--- src/rtl/cic_up32_feeder.sv ---
// cic_up32_feeder
//   Upstream framing stage for the x32 CIC interpolator. Stereo PCM pairs
//   written by a one-cycle strobe are held in a small register FIFO and sent
//   out as two-beat Avalon-ST packets: left on the SOP beat, right on the EOP
//   beat. The interpolator's in_ready backpressure is absorbed by the FIFO.
//
//   Optional feature: define CIC_UP32_FEEDER_ATT_EN to arithmetic-shift each
//   sample right by att (0-7) at push time. Without it, att is ignored.
//
//   Handshake (readyLatency 0): a beat transfers on a rising edge where
//   out_valid & out_ready are both high. While out_valid is high and
//   out_ready is low, out_data, out_startofpacket and out_endofpacket hold.
//   A pair leaves the FIFO only when its right (EOP) beat transfers.
//
//   The output FSM state is held in `fsm_state` for hierarchical probing.

module cic_up32_feeder #(
   parameter int WIDTH = 16,
   parameter int DEPTH = 4
) (
   input  logic                       clk,
   input  logic                       reset,
   input  logic [WIDTH-1:0]           snd_l,
   input  logic [WIDTH-1:0]           snd_r,
   input  logic                       snd_strobe,
   input  logic [2:0]                 att,
   output logic [WIDTH-1:0]           out_data,
   output logic                       out_valid,
   input  logic                       out_ready,
   output logic                       out_startofpacket,
   output logic                       out_endofpacket,
   output logic [1:0]                 out_error,
   output logic [$clog2(DEPTH):0]     level,
   output logic                       overflow,
   input  logic                       overflow_clr
);

   localparam int AW = $clog2(DEPTH);
   localparam int CW = AW + 1;

   typedef enum logic [1:0] {
      IDLE   = 2'd0,
      SEND_L = 2'd1,
      SEND_R = 2'd2
   } state_t;

   state_t fsm_state;
   state_t state_nx;

   // Pair storage, split into left and right halves.
   logic [WIDTH-1:0] mem_l [DEPTH];
   logic [WIDTH-1:0] mem_r [DEPTH];

   logic [AW-1:0]    wr_ptr;
   logic [AW-1:0]    rd_ptr;
   logic [AW-1:0]    rd_next;
   logic [CW-1:0]    count;
   logic [CW-1:0]    count_after;

   logic [WIDTH-1:0] push_l;
   logic [WIDTH-1:0] push_r;
   logic [WIDTH-1:0] data_nx;

   logic             xfer;
   logic             pop;
   logic             full;
   logic             push;
   logic             ovf_event;

`ifdef CIC_UP32_FEEDER_ATT_EN
   // Headroom against CIC gain: sign-preserving shift applied once, at push.
   assign push_l = WIDTH'($signed(snd_l) >>> att);
   assign push_r = WIDTH'($signed(snd_r) >>> att);
`else
   // Samples stored as presented; att is kept only for a stable interface.
   logic att_unused;
   assign att_unused = ^att;
   assign push_l     = snd_l;
   assign push_r     = snd_r;
`endif

   assign xfer      = out_valid & out_ready;
   assign pop       = (fsm_state == SEND_R) & xfer;
   assign full      = (count == CW'(DEPTH));
   // A full FIFO still accepts a pair when the head pair leaves this cycle.
   assign push      = snd_strobe & (~full | pop);
   assign ovf_event = snd_strobe & full & ~pop;
   assign rd_next   = rd_ptr + 1'b1;

   // Occupancy after this cycle's push/pop; decides SEND_R's successor.
   always_comb begin
      count_after = count + CW'(push) - CW'(pop);
   end

   // Pair storage write port; contents need no reset.
   always_ff @(posedge clk) begin
      if (push) begin
         mem_l[wr_ptr] <= push_l;
         mem_r[wr_ptr] <= push_r;
      end
   end

   // Pointers and occupancy count; pointers wrap modulo DEPTH.
   always_ff @(posedge clk or posedge reset) begin
      if (reset) begin
         wr_ptr <= '0;
         rd_ptr <= '0;
         count  <= '0;
      end else begin
         if (push) begin
            wr_ptr <= wr_ptr + 1'b1;
         end
         if (pop) begin
            rd_ptr <= rd_next;
         end
         count <= count_after;
      end
   end

   // Sticky overflow flag; a new overflow wins over a same-cycle clear.
   always_ff @(posedge clk or posedge reset) begin
      if (reset) begin
         overflow <= 1'b0;
      end else if (ovf_event) begin
         overflow <= 1'b1;
      end else if (overflow_clr) begin
         overflow <= 1'b0;
      end
   end

   // Output FSM next state and the beat to register for the next cycle.
   always_comb begin
      state_nx = fsm_state;
      data_nx  = out_data;
      case (fsm_state)
         IDLE: begin
            if (count != '0) begin
               data_nx  = mem_l[rd_ptr];
               state_nx = SEND_L;
            end
         end
         SEND_L: begin
            if (xfer) begin
               data_nx  = mem_r[rd_ptr];
               state_nx = SEND_R;
            end
         end
         SEND_R: begin
            if (xfer) begin
               if (count_after != '0) begin
                  // With one pair held, the only successor is the pair being
                  // pushed right now, which is not yet in storage.
                  data_nx  = (count == CW'(1)) ? push_l : mem_l[rd_next];
                  state_nx = SEND_L;
               end else begin
                  state_nx = IDLE;
               end
            end
         end
         default: begin
            state_nx = IDLE;
         end
      endcase
   end

   // FSM state register and registered Avalon-ST source outputs.
   always_ff @(posedge clk or posedge reset) begin
      if (reset) begin
         fsm_state         <= IDLE;
         out_valid         <= 1'b0;
         out_data          <= '0;
         out_startofpacket <= 1'b0;
         out_endofpacket   <= 1'b0;
      end else begin
         fsm_state         <= state_nx;
         out_valid         <= (state_nx != IDLE);
         out_data          <= data_nx;
         out_startofpacket <= (state_nx == SEND_L);
         out_endofpacket   <= (state_nx == SEND_R);
      end
   end

   assign level     = count;
   assign out_error = 2'b00;

endmodule

--- config.mk ---
export PLATFORM = sky130hd
export DESIGN_NAME = cic_up32_feeder
export DESIGN_NICKNAME = d
export VERILOG_FILES = /design/src/rtl/cic_up32_feeder.sv
export SDC_FILE = /design/constraint.sdc
export NUM_CORES = 1
export LEC_CHECK = 0
export BUFFER_PORTS_ARGS = -buffer_cell sky130_fd_sc_hd__buf_2
export CORE_MARGIN = 8
export CORE_UTILIZATION = 40
export CTS_CLUSTER_SIZE = 16
export DETAILED_ROUTE_END_ITERATION = 10
export GPL_ROUTABILITY_DRIVEN = 1
export SYNTH_ARGS = -nofsm -noshare
export SYNTH_HDL_FRONTEND = slang
export SYNTH_SLANG_ARGS = --single-unit
--- constraint.sdc ---
create_clock -name clk -period 5.5 [get_ports clk]
set_input_delay 0.55 -clock clk [delete_from_list [all_inputs] [get_ports clk]]
set_output_delay 0.55 -clock clk [all_outputs]
set_load 0.02 [all_outputs]
* Word-level counts from Yosys, hierarchy flattened
Memories as Yosys holds them, arrays and structs flattened. Index checks and enable logic that the tools add are counted.
Storage, ports and cells: output and inout port bits 25, word-level logic and storage cells 55, input port bits 40, register bits after elaboration 29, memory bits (writable) 128, memories kept 2
Operators by class: reductions and logical operators 7, multiplexer cells 15, bitwise gates (word level) 8, add/subtract/negate cells 4, equality and inequality tests 10
Memory list:
- mem_l | words 4, bits a word 16, rd ports 2, clocked after memory_dff 0, write ports 1, line 51 | logic [WIDTH-1:0] mem_l [DEPTH];
- mem_r | words 4, bits a word 16, rd ports 1, clocked after memory_dff 0, write ports 1, line 52 | logic [WIDTH-1:0] mem_r [DEPTH];
Operators by type and width (count):
- $mux 16 | 5
- $pmux 16 s3 | 1
- $reduce_bool 3->1 | 3
- $mux 2 | 3
- $ne 2x2->1 const B | 3
- $pmux 2 s3 | 1
- $and 1x1->1 | 5
- $mux 1 | 5
- $reduce_and 5->1 | 1
- $add 2x1->2 const B | 2
- $eq 2x1->1 const B | 2
- $eq 2x2->1 const B | 2
- $reduce_bool 2->1 | 2
- $add 3x1->3 | 1
- $eq 3x1->1 const B | 1
- $eq 3x3->1 const B | 1
- $sub 3x1->3 | 1
- $logic_not 2->1 | 1
- $ne 2x1->1 const B | 1
- $not 1->1 | 2
- $or 1x1->1 | 1

* Logic depth before layout (Yosys ltp)
depth after elaboration 11, mapped depth 16, mapped depth without buffers 14

* Worst setup path before layout
Ideal clock, no wire load.
path kind register to register, start point register fsm_state[0], end point register out_data[13], period minus slack after synthesis 3.707 ns, library setup time 0.122 ns, path slack 1.793 ns, stages on the path, launching flop included 17, required time 5.378 ns, arrival time 3.585 ns, buffers on the path 2, cell sequence dfrtp_1 > inv_1 > ha_1 > and3_1 > buf_2 > or4b_4 > and2_4 > inv_1 > ha_1 > inv_1 > ha_1 > fa_1 > xnor3_2 > o31ai_4 > nand3_4 > buf_6 > a32o_1
Between the ends: cells in the longest elaborated chain, start to end 9, elaborated cells between the ends (all ways) 16, classes of those cells add/sub (2); eq/ne (6); mux (1); bitwise (3); reduce/logical (4)
RTL lines:
- from (decl) | line 47 | state_t fsm_state;
- from (signal assigned) | line 175 | fsm_state <= state_nx;
- $eq 2x2->1 * | line 83 | assign pop = (fsm_state == SEND_R) & xfer;
- $and 1x1->1 * | line 83
- via pop | line 65 | logic pop;
- $or 1x1->1 | line 86 | assign push = snd_strobe & (~full | pop);
- $and 1x1->1 | line 86
- $add 3x1->3 | line 92 | count_after = count + CW'(push) - CW'(pop);
- $sub 3x1->3 * | line 92
- via count_after[2] | line 58 | logic [CW-1:0] count_after;
- $reduce_bool 3->1 * | line 150 | if (count_after != '0) begin
- $ne 2x1->1 (no source line) *
- $reduce_and 5->1 (no source line) *
- to (signal assigned) | line 177 | out_data <= data_nx;
- to (decl) | line 27 | output logic [WIDTH-1:0] out_data,
Mark *: on every way through the listed nets, which the timed path passes. The rest lies on a longest branch. A chain may end at the register's enable or synchronous reset.

* Final worst setup path
start point register fsm_state[0], end point register out_data[3]
Between the ends: cells in the longest elaborated chain, start to end 9, elaborated cells between the ends (all ways) 16, classes of those cells add/sub (2); eq/ne (6); mux (1); bitwise (3); reduce/logical (4)
RTL lines (line):
- $eq 2x2->1 * | 83
- $and 1x1->1 * | 83
- $or 1x1->1 | 86
- $and 1x1->1 | 86
- $add 3x1->3 | 92
- $sub 3x1->3 * | 92
- via count_after[2] | 58
- $reduce_bool 3->1 * | 150
- $ne 2x1->1 (no source line) *
- $reduce_and 5->1 (no source line) *
Marked as above.

==> results.sh <==
export IMPL_power_leakage_nw=2.92
export IMPL_clock_latency_ns=0.42
export IMPL_synth_edf_count=128
export IMPL_antenna_cells=0
export IMPL_crit_path_end="out_data[3]$_DFFE_PP0P_"
export IMPL_n_fill_cell=1502
export IMPL_netlist_area_mm2=0.00690
export IMPL_slew_headroom=0.361
export IMPL_syn_inst=421
export IMPL_antenna_found_initial=3
export IMPL_met1_usage=0.174
export IMPL_grtUsageMet2=0.238
export IMPL_rr_startpoint="fsm_state[0]$_DFF_PP0_"
export IMPL_whs_ns=0.217
export IMPL_portBuffers=59
export IMPL_async_flop_share=0.185
export IMPL_start_kind="flip-flop"
export IMPL_hold_buffers=0
export IMPL_maxSlewViolCount=0
export IMPL_hold_class="input pin to async pin"
export IMPL_critical_path_max_stage_delay_ns=0.55
export IMPL_grt_pass1_vias=4112
export IMPL_fin_nets=534
export IMPL_multi_input_area_mm2=0.00213
export IMPL_synth_cell_types=49
export IMPL_seq_area_frac_synth=0.662
export IMPL_drtPass1Iterations=5
export IMPL_sw_frac_of_total=0.358
export IMPL_cts_root_buf="clkbuf_16"
export IMPL_worstPathMaxFanout=16
export IMPL_finalCriticalPeriod_ns=4.05
export IMPL_htree_levels=4
export IMPL_drc=0
export IMPL_drv_cap=0
export IMPL_ys_warn_count=0
export IMPL_finClkSkew_ns=0.00770
export IMPL_io_pins=65
export IMPL_finalSetupTns_ns=0
export IMPL_cp_top_family="simple AND/OR/NAND/NOR gates"
export IMPL_synth_main_ff_cell="edfxtp_1"
export IMPL_numCtsBuffers=17
export IMPL_path_clk_slew_ns=0.06
export IMPL_power_density_mw_per_mm2=592
export IMPL_rrSetupSlack_ns=1.45
export IMPL_combPwrFrac=0.390
export IMPL_outcome="completed"
export IMPL_crit_type="flip-flop to flip-flop"
export IMPL_grt_pass1_wl_um=23800
export IMPL_grt_usage=0.146
export IMPL_r2r_end="out_data[3]$_DFFE_PP0P_"
export IMPL_max_freq_mhz=247
export IMPL_vias=3972
export IMPL_layout_worst_path_cycle_share=0.737
export IMPL_hold_viol=0
export IMPL_critPathArrivalTime_ns=4.36
export IMPL_rsz0062_at_grt="false"
export IMPL_place_congestion=0.742
export IMPL_fp_dieH_um=147
export IMPL_post_cts_buffers=0
export IMPL_post_cts_resized=0
export IMPL_startpoint="fsm_state[0]$_DFF_PP0_"
export IMPL_synth_seq_cells=157
export IMPL_cp_end_kind="flip-flop"
export IMPL_die_w_um=147
export IMPL_postRouteAntennaNets=0
export IMPL_worstMarginPinSlew_ns=0.957
export IMPL_grt_most_used_layer="met2"
export IMPL_clock_sinks=157
export IMPL_grt_max_degree=51
export IMPL_fp_coreArea_mm2=0.0171
export IMPL_critPathSlowestCell="or4b_4"
export IMPL_drive_above_1_share=0.244
export IMPL_switchingPower_w=0.00168
export IMPL_clockPowerShare=0.222
export IMPL_core_rowCount=48
export IMPL_hpwlAfterDp_um=9060
export IMPL_yosysTopAreaCellShare=0.557
export IMPL_synthTopCellsByArea="edfxtp_1, mux2i_1, dfrtp_1"
export IMPL_required_ns=5.80
export IMPL_grtUsageMet3=0.0483
export IMPL_finalSetupViolCount=0
export IMPL_cell_internal_pwr_w=0.00301
export IMPL_clockBufferDepth=2
export IMPL_syn2layout_area_growth_pct=14.9
export IMPL_wirelength_um=15300
export IMPL_r2r_cells=14
export IMPL_worst_ir_drop_vdd_v=0.000265
export IMPL_post_synth_top_area_cell="edfxtp_1"
export IMPL_synth_area_per_cell_um2=16.4
export IMPL_power_frac_seq=0.388
export IMPL_cts_tree="done"
export IMPL_die_area_mm2=0.0217
export IMPL_critical_path_buf_inv_count=3
export IMPL_drt_iter0_markers=267
export IMPL_crit_chain="inv_1 > ha_1 > and3_1 > or4b_4 > and2_4 > inv_1 > ha_1 > inv_1 > ha_1 > fa_1 > xnor3_2 > o31ai_4 > nand3_4 > a32o_1"
export IMPL_regArea_mm2=0.00457
export IMPL_start_util=0.404
export IMPL_crit_cells=14
export IMPL_wl_per_cell_um=21.3
export IMPL_grt_ovfl_total=0
export IMPL_vias_per_cell=5.51
-- per-layer routing --
layer	vias up	share of wire
li1	1818	-
met1	2015	0.43
met2	110	0.49
met3	23	0.059
met4	6	0.019
met5	-	0.0021
-- power groups by stage --
stage	combinational [W]	clock (W)	sequential (W)
2_1_floorplan	0.00132	0	0.00184
3_3_place_gp	0.00182	0	0.00184
3_5_place_dp	0.00184	0	0.00185
4_1_cts	0.00185	0.00106	0.00182
5_1_grt	0.00198	0.00111	0.00185
6_report	0.00183	0.00104	0.00182
-- worst min-delay path by stage --
stage | startpoint | to | slack [ns]
finish | reset | out_data[6]$_DFFE_PP0P_ | 0.22
global route | reset | out_data[11]$_DFFE_PP0P_ | 0.25
CTS | reset | out_data[12]$_DFFE_PP0P_ | 0.22
detailed placement | out_data[12]$_DFFE_PP0P_ | out_data[12]$_DFFE_PP0P_ | 0.49
global placement | out_data[5]$_DFFE_PP0P_ | out_data[5]$_DFFE_PP0P_ | 0.48
floorplan | wr_ptr[1]$_DFFE_PP0P_ | wr_ptr[1]$_DFFE_PP0P_ | 0.53
-- stage by stage --
stage                     worst slack [ns]  area [µm²]  power (W)  cells   util
final                                 1.45        7920    0.00469    721  0.465
after CTS                             1.43        7920    0.00474    721  0.465
after global placement                1.52        7400    0.00366    689  0.434
after detailed placement              1.49        7400    0.00369    689  0.434
after global routing                  1.24        7920    0.00495    721  0.465
after floorplan                       1.79        6900    0.00316    422      -
-- registers in the layout (all words and copies together), names as in the netlist --
name,count
mem_l,64
mem_r,64
out_data,16
level,3
fsm_state,2
rd_ptr,2
wr_ptr,2
out_endofpacket,1
out_startofpacket,1
out_valid,1
overflow,1
-- Yosys cell counts (2+ instances only) --
| cell type | n |
|---|---|
| dfrtp_1 | 29 |
| edfxtp_1 | 128 |
| xnor2_1 | 2 |
| nor2_1 | 2 |
| and3_1 | 6 |
| a32o_1 | 16 |
| o21ai_0 | 15 |
| inv_1 | 11 |
| buf_2 | 14 |
| o2bb2ai_1 | 14 |
| clkbuf_1 | 7 |
| a221oi_1 | 16 |
| a211o_2 | 12 |
| a211o_1 | 3 |
| mux2i_1 | 94 |
| buf_4 | 3 |
| buf_6 | 4 |
| ha_1 | 10 |
| o221ai_1 | 2 |
| and2_4 | 2 |
| nand2_1 | 3 |
-- kinds of logic after synthesis --
group	share of synthesized area
buffers and inverters	0.0297
DFF	0.662
muxes	0.142
other	0.000544
AOI/OAI and AO/OA	0.109
xor gates and xnor gates	0.00725
and+or+nand+nor	0.0285
adders and majority gates	0.0210
-- final cells by class --
type / instances / share of cell area
clock buffer: 23 / 0.0565
sequential: 157 / 0.577
tap: 225 / 0.0355
clock inverter: 9 / 0.00932
inverter: 11 / 0.00521
timing repair buffer: 70 / 0.0477
multi-input combinational: 226 / 0.269
-- cell usage in the layout, fill, tap and decap left out, types with 6 or more instances in the layout --
master,n
buf_4,11
mux2i_1,94
dfrtp_1,28
a221oi_1,16
buf_2,59
o2bb2ai_1,14
inv_1,11
and3_1,6
edfxtp_1,128
o21ai_0,15
clkbuf_16,17
clkbuf_1,6
a211o_2,12
a32o_1,16
ha_1,10
-- worst register-to-register path: cells and delay by family, from the launching register on --
kind	cells	cell delay [ns]
buffers and inverters	3	0.18
xor gates and xnor gates	1	0.43
AOI/OAI and AO/OA	2	0.65
and+or+nand+nor	4	1.33
adders and majority gates	4	0.95
DFF	1	0.41
Power figures use the tool's default switching activity.
